`config.mk`:
```
export PLATFORM = sky130hd
export DESIGN_NAME = ctl_reg_reader_flat
export DESIGN_NICKNAME = d
export VERILOG_FILES = /design/src/rtl/ctl_reg_reader_if.sv /design/src/rtl/ctl_reg_reader.sv /design/src/flat_wrapper.sv
export SDC_FILE = /design/constraint.sdc
export NUM_CORES = 1
export LEC_CHECK = 0
export ABC_AREA = 1
export CELL_PAD_IN_SITES_DETAIL_PLACEMENT = 1
export CELL_PAD_IN_SITES_GLOBAL_PLACEMENT = 1
export CORE_ASPECT_RATIO = 1.2
export CORE_UTILIZATION = 34
export DETAILED_ROUTE_END_ITERATION = 10
export PLACE_DENSITY = 0.8
export SYNTH_ARGS = -nofsm -noshare
export SYNTH_HDL_FRONTEND = slang
export SYNTH_SLANG_ARGS = --single-unit
```
`constraint.sdc`:
```
create_clock -name CLK -period 1.6 [get_ports CLK]
set_input_delay 0.32 -clock CLK [delete_from_list [all_inputs] [get_ports CLK]]
set_output_delay 0.32 -clock CLK [all_outputs]
set_load 0.05 [all_outputs]
```
`src/rtl/ctl_reg_reader_if.sv`:
```
// ctl_reg_reader_if -- controller BRAM port bundle.
//   BRAM_ADDR  8   address driven by the controller
//   BRAM_DIN   16  read data returned by the BRAM
//   BRAM_DOUT  16  write data driven by the controller
//   BRAM_WE    1   write enable driven by the controller
// master: the register reader; slave: the BRAM side.
interface ctl_reg_reader_if;
  logic [7:0]  BRAM_ADDR;
  logic [15:0] BRAM_DIN;
  logic [15:0] BRAM_DOUT;
  logic        BRAM_WE;

  modport master (output BRAM_ADDR, output BRAM_DOUT, output BRAM_WE, input BRAM_DIN);
  modport slave  (input BRAM_ADDR, input BRAM_DOUT, input BRAM_WE, output BRAM_DIN);
endinterface

```
`src/rtl/ctl_reg_reader.sv`:
```
// ctl_reg_reader -- polls the controller BRAM page, publishes version words,
// reloads silencer (and optionally debug) settings on rising CTL_FLAG bits and
// writes back the thermal status every poll.
// Ports:
//   CLK, RST             clock, synchronous active-high reset
//   bram (master)        controller BRAM port (address/data/write enable)
//   THERMO               thermal alarm, reported at address 0x01
//   FORCE_FAN            latched CTL_FLAG bit 13
//   SILENCER_MODE        bit 0 of word 0x40
//   UPDATE_RATE_*/COMPLETION_STEPS_*  words 0x41..0x44
//   SILENCER_UPDATE      one-cycle pulse when silencer outputs change
//   DEBUG_TYPE/VALUE/UPDATE  debug settings from 0xF0..0xF7
// Build option: define DEBUG_SETTINGS_EN to include the debug reload and ports.
// Read timing: data for an address presented in cycle t is sampled at the end
// of cycle t+RD_LATENCY.
module ctl_reg_reader #(
  parameter int unsigned RD_LATENCY = 2
) (
  input  logic                 CLK,
  input  logic                 RST,
  ctl_reg_reader_if.master     bram,
  input  logic                 THERMO,
  output logic                 FORCE_FAN,
  output logic                 SILENCER_MODE,
  output logic [15:0]          UPDATE_RATE_INTENSITY,
  output logic [15:0]          UPDATE_RATE_PHASE,
  output logic [15:0]          COMPLETION_STEPS_INTENSITY,
  output logic [15:0]          COMPLETION_STEPS_PHASE,
  output logic                 SILENCER_UPDATE
`ifdef DEBUG_SETTINGS_EN
  ,
  output logic [7:0]           DEBUG_TYPE  [0:3],
  output logic [15:0]          DEBUG_VALUE [0:3],
  output logic                 DEBUG_UPDATE
`endif
);

  localparam logic [7:0] LAT      = 8'(RD_LATENCY);
  localparam logic [7:0] LAT_M1   = 8'(RD_LATENCY - 1);
  localparam logic [7:0] SIL_LAST = 8'(RD_LATENCY + 4);
`ifdef DEBUG_SETTINGS_EN
  localparam logic [7:0] DBG_LAST = 8'(RD_LATENCY + 7);
`endif

  typedef enum logic [2:0] {
    INIT_VER_MAJ,
    INIT_VER_MIN,
    RD_CTL,
    WAIT_CTL,
    DISPATCH,
    RD_SIL,
    WR_STATE
`ifdef DEBUG_SETTINGS_EN
    ,
    RD_DBG
`endif
  } state_t;

  state_t      state_q, state_d;
  logic [7:0]  cnt_q, cnt_d;
  logic [7:0]  cap_idx;

  // only the flag bits the poller acts on are kept
  logic        flag_sil_q, flag_fan_q, prev_sil_q;
  logic        sil_edge;

  logic        force_fan_q;
  logic        mode_q, sh_mode_q;
  logic [15:0] uri_q, urp_q, csi_q, csp_q;
  logic [15:0] sh_uri_q, sh_urp_q, sh_csi_q;
  logic        sil_upd_q;

`ifdef DEBUG_SETTINGS_EN
  logic        flag_dbg_q, prev_dbg_q;
  logic        dbg_edge;
  logic [7:0]  dbg_type_q [0:3];
  logic [15:0] dbg_val_q  [0:3];
  logic [7:0]  sh_type_q  [0:3];
  logic [15:0] sh_val_q   [0:3];
  logic        dbg_upd_q;
`endif

  // index of the word whose data is on BRAM_DIN this cycle in a burst
  assign cap_idx  = cnt_q - LAT;
  assign sil_edge = flag_sil_q & ~prev_sil_q;
`ifdef DEBUG_SETTINGS_EN
  assign dbg_edge = flag_dbg_q & ~prev_dbg_q;
`endif

  // state register
  always_ff @(posedge CLK) begin
    if (RST) begin
      state_q <= INIT_VER_MAJ;
      cnt_q   <= '0;
    end else begin
      state_q <= state_d;
      cnt_q   <= cnt_d;
    end
  end

  // next-state logic; cnt_q counts cycles spent in the current state
  always_comb begin
    state_d = state_q;
    unique case (state_q)
      INIT_VER_MAJ: state_d = INIT_VER_MIN;
      INIT_VER_MIN: state_d = RD_CTL;
      RD_CTL:       state_d = WAIT_CTL;
      WAIT_CTL:     if (cnt_q == LAT_M1) state_d = DISPATCH;
      DISPATCH: begin
        if (sil_edge) state_d = RD_SIL;
`ifdef DEBUG_SETTINGS_EN
        else if (dbg_edge) state_d = RD_DBG;
`endif
        else state_d = WR_STATE;
      end
      RD_SIL: begin
        if (cnt_q == SIL_LAST) begin
          state_d = WR_STATE;
`ifdef DEBUG_SETTINGS_EN
          if (dbg_edge) state_d = RD_DBG;
`endif
        end
      end
`ifdef DEBUG_SETTINGS_EN
      RD_DBG:       if (cnt_q == DBG_LAST) state_d = WR_STATE;
`endif
      WR_STATE:     state_d = RD_CTL;
      default:      state_d = INIT_VER_MAJ;
    endcase
    cnt_d = (state_d == state_q) ? cnt_q + 8'd1 : '0;
  end

  // BRAM port outputs; held quiet while reset is asserted
  always_comb begin
    bram.BRAM_ADDR = '0;
    bram.BRAM_DOUT = '0;
    bram.BRAM_WE   = 1'b0;
    if (!RST) begin
      unique case (state_q)
        INIT_VER_MAJ: begin
          bram.BRAM_ADDR = 8'h02;
          bram.BRAM_DOUT = 16'h0090;
          bram.BRAM_WE   = 1'b1;
        end
        INIT_VER_MIN: begin
          bram.BRAM_ADDR = 8'h03;
          bram.BRAM_WE   = 1'b1;
        end
        // the issue address saturates on the last word while the tail drains
        RD_SIL:   bram.BRAM_ADDR = 8'h40 + ((cnt_q < 8'd5) ? cnt_q : 8'd4);
`ifdef DEBUG_SETTINGS_EN
        RD_DBG:   bram.BRAM_ADDR = 8'hF0 + ((cnt_q < 8'd8) ? cnt_q : 8'd7);
`endif
        WR_STATE: begin
          bram.BRAM_ADDR = 8'h01;
          bram.BRAM_DOUT = {15'b0, THERMO};
          bram.BRAM_WE   = 1'b1;
        end
        default:  bram.BRAM_ADDR = 8'h00;
      endcase
    end
  end

  // datapath: flag capture, shadow loading and atomic apply
  always_ff @(posedge CLK) begin
    if (RST) begin
      flag_sil_q  <= 1'b0;
      flag_fan_q  <= 1'b0;
      prev_sil_q  <= 1'b0;
      force_fan_q <= 1'b0;
      mode_q      <= 1'b0;
      sh_mode_q   <= 1'b0;
      uri_q       <= '0;
      urp_q       <= '0;
      csi_q       <= '0;
      csp_q       <= '0;
      sh_uri_q    <= '0;
      sh_urp_q    <= '0;
      sh_csi_q    <= '0;
      sil_upd_q   <= 1'b0;
`ifdef DEBUG_SETTINGS_EN
      flag_dbg_q  <= 1'b0;
      prev_dbg_q  <= 1'b0;
      dbg_upd_q   <= 1'b0;
      for (int unsigned i = 0; i < 4; i++) begin
        dbg_type_q[i] <= '0;
        dbg_val_q[i]  <= '0;
        sh_type_q[i]  <= '0;
        sh_val_q[i]   <= '0;
      end
`endif
    end else begin
      sil_upd_q <= 1'b0;
`ifdef DEBUG_SETTINGS_EN
      dbg_upd_q <= 1'b0;
`endif
      if (state_q == WAIT_CTL && cnt_q == LAT_M1) begin
        flag_sil_q <= bram.BRAM_DIN[2];
        flag_fan_q <= bram.BRAM_DIN[13];
`ifdef DEBUG_SETTINGS_EN
        flag_dbg_q <= bram.BRAM_DIN[4];
`endif
      end
      if (state_q == DISPATCH) force_fan_q <= flag_fan_q;
      // edge history advances only once every triggered group has been read
      if (state_q == WR_STATE) begin
        prev_sil_q <= flag_sil_q;
`ifdef DEBUG_SETTINGS_EN
        prev_dbg_q <= flag_dbg_q;
`endif
      end
      if (state_q == RD_SIL && cnt_q >= LAT) begin
        case (cap_idx)
          8'd0: sh_mode_q <= bram.BRAM_DIN[0];
          8'd1: sh_uri_q  <= bram.BRAM_DIN;
          8'd2: sh_urp_q  <= bram.BRAM_DIN;
          8'd3: sh_csi_q  <= bram.BRAM_DIN;
          8'd4: begin
            mode_q    <= sh_mode_q;
            uri_q     <= sh_uri_q;
            urp_q     <= sh_urp_q;
            csi_q     <= sh_csi_q;
            csp_q     <= bram.BRAM_DIN;
            sil_upd_q <= 1'b1;
          end
          default: ;
        endcase
      end
`ifdef DEBUG_SETTINGS_EN
      if (state_q == RD_DBG && cnt_q >= LAT) begin
        if (cap_idx == 8'd7) begin
          for (int unsigned i = 0; i < 4; i++) dbg_type_q[i] <= sh_type_q[i];
          for (int unsigned i = 0; i < 3; i++) dbg_val_q[i] <= sh_val_q[i];
          dbg_val_q[3] <= bram.BRAM_DIN;
          dbg_upd_q    <= 1'b1;
        end else if (!cap_idx[0]) begin
          sh_type_q[cap_idx[2:1]] <= bram.BRAM_DIN[7:0];
        end else begin
          sh_val_q[cap_idx[2:1]] <= bram.BRAM_DIN;
        end
      end
`endif
    end
  end

  assign FORCE_FAN                  = force_fan_q;
  assign SILENCER_MODE              = mode_q;
  assign UPDATE_RATE_INTENSITY      = uri_q;
  assign UPDATE_RATE_PHASE          = urp_q;
  assign COMPLETION_STEPS_INTENSITY = csi_q;
  assign COMPLETION_STEPS_PHASE     = csp_q;
  assign SILENCER_UPDATE            = sil_upd_q;
`ifdef DEBUG_SETTINGS_EN
  assign DEBUG_TYPE   = dbg_type_q;
  assign DEBUG_VALUE  = dbg_val_q;
  assign DEBUG_UPDATE = dbg_upd_q;
`endif

endmodule

```
`src/flat_wrapper.sv`:
```
// flat-port wrapper written by rule: the top's interface ports become plain ports
module ctl_reg_reader_flat 
#(
  parameter int unsigned RD_LATENCY = 2
)
  (CLK, RST, THERMO, FORCE_FAN, SILENCER_MODE, UPDATE_RATE_INTENSITY, UPDATE_RATE_PHASE, COMPLETION_STEPS_INTENSITY, COMPLETION_STEPS_PHASE, SILENCER_UPDATE, bram_BRAM_ADDR, bram_BRAM_DOUT, bram_BRAM_WE, bram_BRAM_DIN);
  ctl_reg_reader_if bram_i ();
  input  logic CLK;
  input  logic RST;
  input  logic THERMO;
  output logic FORCE_FAN;
  output logic SILENCER_MODE;
  output logic [15:0] UPDATE_RATE_INTENSITY;
  output logic [15:0] UPDATE_RATE_PHASE;
  output logic [15:0] COMPLETION_STEPS_INTENSITY;
  output logic [15:0] COMPLETION_STEPS_PHASE;
  output logic SILENCER_UPDATE;
  output wire logic [$bits(bram_i.BRAM_ADDR)-1:0] bram_BRAM_ADDR;
  output wire logic [$bits(bram_i.BRAM_DOUT)-1:0] bram_BRAM_DOUT;
  output wire logic [$bits(bram_i.BRAM_WE)-1:0] bram_BRAM_WE;
  input wire logic [$bits(bram_i.BRAM_DIN)-1:0] bram_BRAM_DIN;
  assign bram_BRAM_ADDR = bram_i.BRAM_ADDR;
  assign bram_BRAM_DOUT = bram_i.BRAM_DOUT;
  assign bram_BRAM_WE = bram_i.BRAM_WE;
  assign bram_i.BRAM_DIN = bram_BRAM_DIN;
  ctl_reg_reader #(.RD_LATENCY(RD_LATENCY)) u_core (.CLK(CLK), .RST(RST), .bram(bram_i), .THERMO(THERMO), .FORCE_FAN(FORCE_FAN), .SILENCER_MODE(SILENCER_MODE), .UPDATE_RATE_INTENSITY(UPDATE_RATE_INTENSITY), .UPDATE_RATE_PHASE(UPDATE_RATE_PHASE), .COMPLETION_STEPS_INTENSITY(COMPLETION_STEPS_INTENSITY), .COMPLETION_STEPS_PHASE(COMPLETION_STEPS_PHASE), .SILENCER_UPDATE(SILENCER_UPDATE));
endmodule
```
==> summary.md <==
| Metric | Value |
|---|---|
| Yosys reg bits | 130 |
| Initial antenna violation count | 0 |
| Crit-path cells | clkinv_4, buf_6, ha_4, inv_1, nand2_2, nand2_4, nor2_4, buf_6, inv_4, nor2_4, clkbuf_16, buf_12, nand3_1, nand2_1, nor2_2 |
| Crit path capture | u_core.COMPLETION_STEPS_PHASE[9] |
| Global-route wire length before repair | approximately 40 mm |
| Post-layout util | 0.6364 |
| Largest stage delay, worst path | 0.35 ns |
| H-tree Lvls | 4 |
| Die Wd | around 120 um |
| RR Endpoint | u_core.COMPLETION_STEPS_PHASE[9] |
| Vias in the first global route | 7112 |
| PortBufs | 93 |
| Clock Skew | 0.01706 ns |
| Share of layout cells above drive strength 1 | 0.5444 |
| Dpl ws | -0.2015 ns |
| Post-route ant nets | 0 |
| Starting DRC count in detailed routing | 538 |
| CP Launch Type | flop |
| CTS tree | built |
| Synthesized instance count | 868 |
| Total CTS buffers | 17 |
| GPL Wtd Cong | 0.7854 |
| Clock transition at the registers of the reported paths | 0.06 ns |
| Worst-margin pin slew | ~0.57 ns |
| Peak supply drop | 844.9 uV |
| Failing checks | negative setup slack |
| Smallest setup slack after layout | -0.7662 ns |
| Worst R2R Path Depth | 15 |
| Final hold violations | 0 |
| Cell row count | 53 |
| Io pins | 111 |
| Worst Path Required | 1.94 ns |
| DR vias/cell | approximately 5.5 |
| Setup crit start | u_core.cnt_q[1] |
| # setup viols final | 134 |
| Clk_lat worst skew | 0.45 ns |
| Sequential element share of the synthesized area | 0.4255 |
| Nets | 1084 |
| Switching Fraction | 0.2681 |
| Hold Path Class | reg -> reg |
| Final instance area | 0.01118 mm^2 |
| Clock share of power | 0.504 |
| Critical Path Stages | 15 |
| Crit. End Element | flop |
| Mapped Area | about 0.0061 mm^2 |
| Area grow syn2layout | 82.86% |
| Mean Syn Cell Area | 7.046 um^2 |
| Buf+Inv Stages, Crit Path | 7 |
| CORE AREA | 0.01757 mm^2 |
| CP max stage cell | dfxtp_4 |
| Crit Path Category | reg -> reg |
| DR pass1 iterations | 6 |
| RSZ-0062 raised after global routing | true |
| Starting Density | 0.3480 |
| Worst slew margin | 0.6163 |
| Worst path arrival time | 2.70 ns |
| Post-synth cell types | 29 |
| Fin crit share | 1.479 |
| YS warnings | 0 |
| DRC viols | 0 |
| Reg-to-reg slack, setup | -0.77 ns |
| Max Slew Vio Count | 0 |
| Tot GR Track Use | 0.2849 |
| DR WL/cell | 27.46 um |
| Tmin final | 2.366 ns |
| Status | finished with violations |
| Fmax | 422.6 MHz |
| Routed WL | approximately 35 mm |
| Internal cell power | a little under 6 mW |
| Post-synth top area share | 0.4255 |
| Number of diodes | 0 |
| Critical path peak fanout | 6 |
| GRT Residual Overflow | 0 |
| CTS sink cnt | 130 |
| Cell taking the most area after synthesis | dfxtp_1 |
| Clk root buf | clkbuf_16 |
| Reg-to-Reg Start | u_core.cnt_q[1] |
| Register share of total power | 0.400 |
| CTS Hold Bufs | 0 |
| Clk buf depth | 2 |
| Crit path max-delay family | simple AND/OR/NAND/NOR gates |
| Die height | 148.9 um |
| DPL Wire Length | roughly 13 mm |
| Leakage | 4.344 nW |
| Largest net degree at the start of global routing | 44 |
| Vias | slightly above 7000 |
| Pwr dens | 727.6 mW/mm^2 |
| Share of power burned in combinational logic | 0.095 |
| Placement Cell Area | 0.008006 mm^2 |
| Sw Pwr | 2.182 mW |
| Synth area leaders | dfxtp_1 43%, nor2_1 13%, nand3_1 11% |
| Die ar. | 0.01853 mm^2 |
| MaxCap Viol Count | 0 |
| Hold Path Stages | 2 |
| Fillers | around 1900 |
## area by class of cell
cell class,instances,area [um^2],area share
multi-input cells,594,4227,0.3779
well taps,220,275.3,0.02461
flip-flops and latches,130,2629,0.2351
repair buffers,221,3080,0.2755
clock inverters,9,103.9,0.009286
clock buffers,22,485.5,0.04341
inverters,95,382.9,0.03424
## sequential cells by signal, summed over array words and instances (netlist names), 3 cells and up
| signal | cells |
|---|---|
| u_core.UPDATE_RATE_INTENSITY | 16 |
| u_core.UPDATE_RATE_PHASE | 16 |
| u_core.COMPLETION_STEPS_PHASE | 16 |
| u_core.sh_uri_q | 16 |
| u_core.sh_csi_q | 16 |
| u_core.sh_urp_q | 16 |
| u_core.COMPLETION_STEPS_INTENSITY | 16 |
| u_core.state_q | 3 |
| u_core.cnt_q | 8 |
## metal layers
metal	vias up	GRT usage	wire [um]
met4	0	0.1922	2691
met5	-	0	0
li1	3022	-	-
met2	393	0.5215	18060
met3	166	0.05416	2226
met1	3557	0.2955	12470
## power by group through the flow
stage | sequential [mW] | clock [mW] | combinational [mW]
finish | 3.26 | 4.10 | 0.776
floorplan | 3.33 | 0 | 0.371
global route | 3.26 | 4.22 | 0.801
CTS | 3.26 | 3.91 | 0.645
global placement | 3.33 | 0 | 0.563
detailed placement | 3.33 | 0 | 0.573
## placed cells by master (no fill, tap or decap), types with 6 or more instances in the layout
| master | synthesis | final |
|---|---|---|
| buf_8 | 4 | 7 |
| buf_16 | 0 | 7 |
| clkdlybuf4s50_1 | 0 | 17 |
| buf_4 | 31 | 77 |
| nor2_2 | 44 | 112 |
| conb_1 | 1 | 17 |
| dfxtp_2 | 0 | 6 |
| nand2_2 | 5 | 44 |
| nand3_1 | 131 | 48 |
| dfxtp_1 | 130 | 119 |
| inv_1 | 89 | 79 |
| nand3_2 | 0 | 56 |
| a21oi_1 | 8 | 6 |
| buf_12 | 2 | 70 |
| nand2_1 | 136 | 85 |
| nor2_4 | 7 | 57 |
| inv_2 | 6 | 9 |
| nor2_1 | 216 | 98 |
| clkbuf_16 | 0 | 29 |
| buf_6 | 5 | 31 |
| nand3_4 | 2 | 29 |
| nand2_4 | 0 | 11 |
## cell families after synthesis
family	synth area share
and+or+nand+nor	0.4010
adders and majority gates	0.01227
AOI/OAI and AO/OA	0.01453
other	0.0006132
buffers and inverters	0.1375
DFF	0.4255
xor gates and xnor gates	0.008592
## tightest hold or removal path, stage by stage (launching register included)
cell and delay, ns:
dfxtp_1 0.31, nand2_1 0.08, a21oi_1 0.06
## stage by stage
| step | power (mW) | std cells | setup TNS [ns] | hold slack (ns) |
|---|---|---|---|---|
| after floorplan | 3.698 | 884 | -0.2375 | 0.3993 |
| after global placement | 3.889 | 1193 | -10.52 | 0.4518 |
| after detailed placement | 3.900 | 1193 | -18.46 | 0.4607 |
| after CTS | 7.807 | 1279 | -38.38 | 0.4674 |
| after global routing | 8.280 | 1291 | -76.69 | 0.5154 |
| final | 8.137 | 1291 | -70.67 | 0.4955 |
## what timing repair did
item	CTS	global route
resized for setup	197	253
pin swaps	95	125
gates cloned	16	12
buffers inserted	40	18
endpoints found under the setup margin	132	134
## cell usage after synthesis
library cell / number
xor2_1: 4
conb_1: 1
buf_1: 9
nand3_4: 2
buf_12: 2
buf_4: 31
nand3_1: 131
ha_1: 6
buf_2: 7
a21oi_2: 1
or2_2: 1
nand4_1: 3
nor2_4: 7
a21oi_1: 8
o21bai_4: 1
nand2_2: 5
inv_1: 89
nand2_1: 136
dfxtp_1: 130
nor2_1: 216
buf_8: 4
inv_2: 6
xnor2_1: 2
a31oi_1: 1
clkbuf_1: 7
o21ai_0: 3
buf_6: 5
nor3_1: 6
nor2_2: 44
## worst min-delay path by stage
stage	from	to	slack, ns
after floorplan	RST	u_core.SILENCER_UPDATE	0.40
after global placement	u_core.prev_sil_q	u_core.prev_sil_q	0.45
after detailed placement	u_core.prev_sil_q	u_core.prev_sil_q	0.46
after CTS	u_core.prev_sil_q	u_core.prev_sil_q	0.47
after global routing	u_core.prev_sil_q	u_core.prev_sil_q	0.52
final	u_core.prev_sil_q	u_core.prev_sil_q	0.50
(Power assumes the default switching activity.)
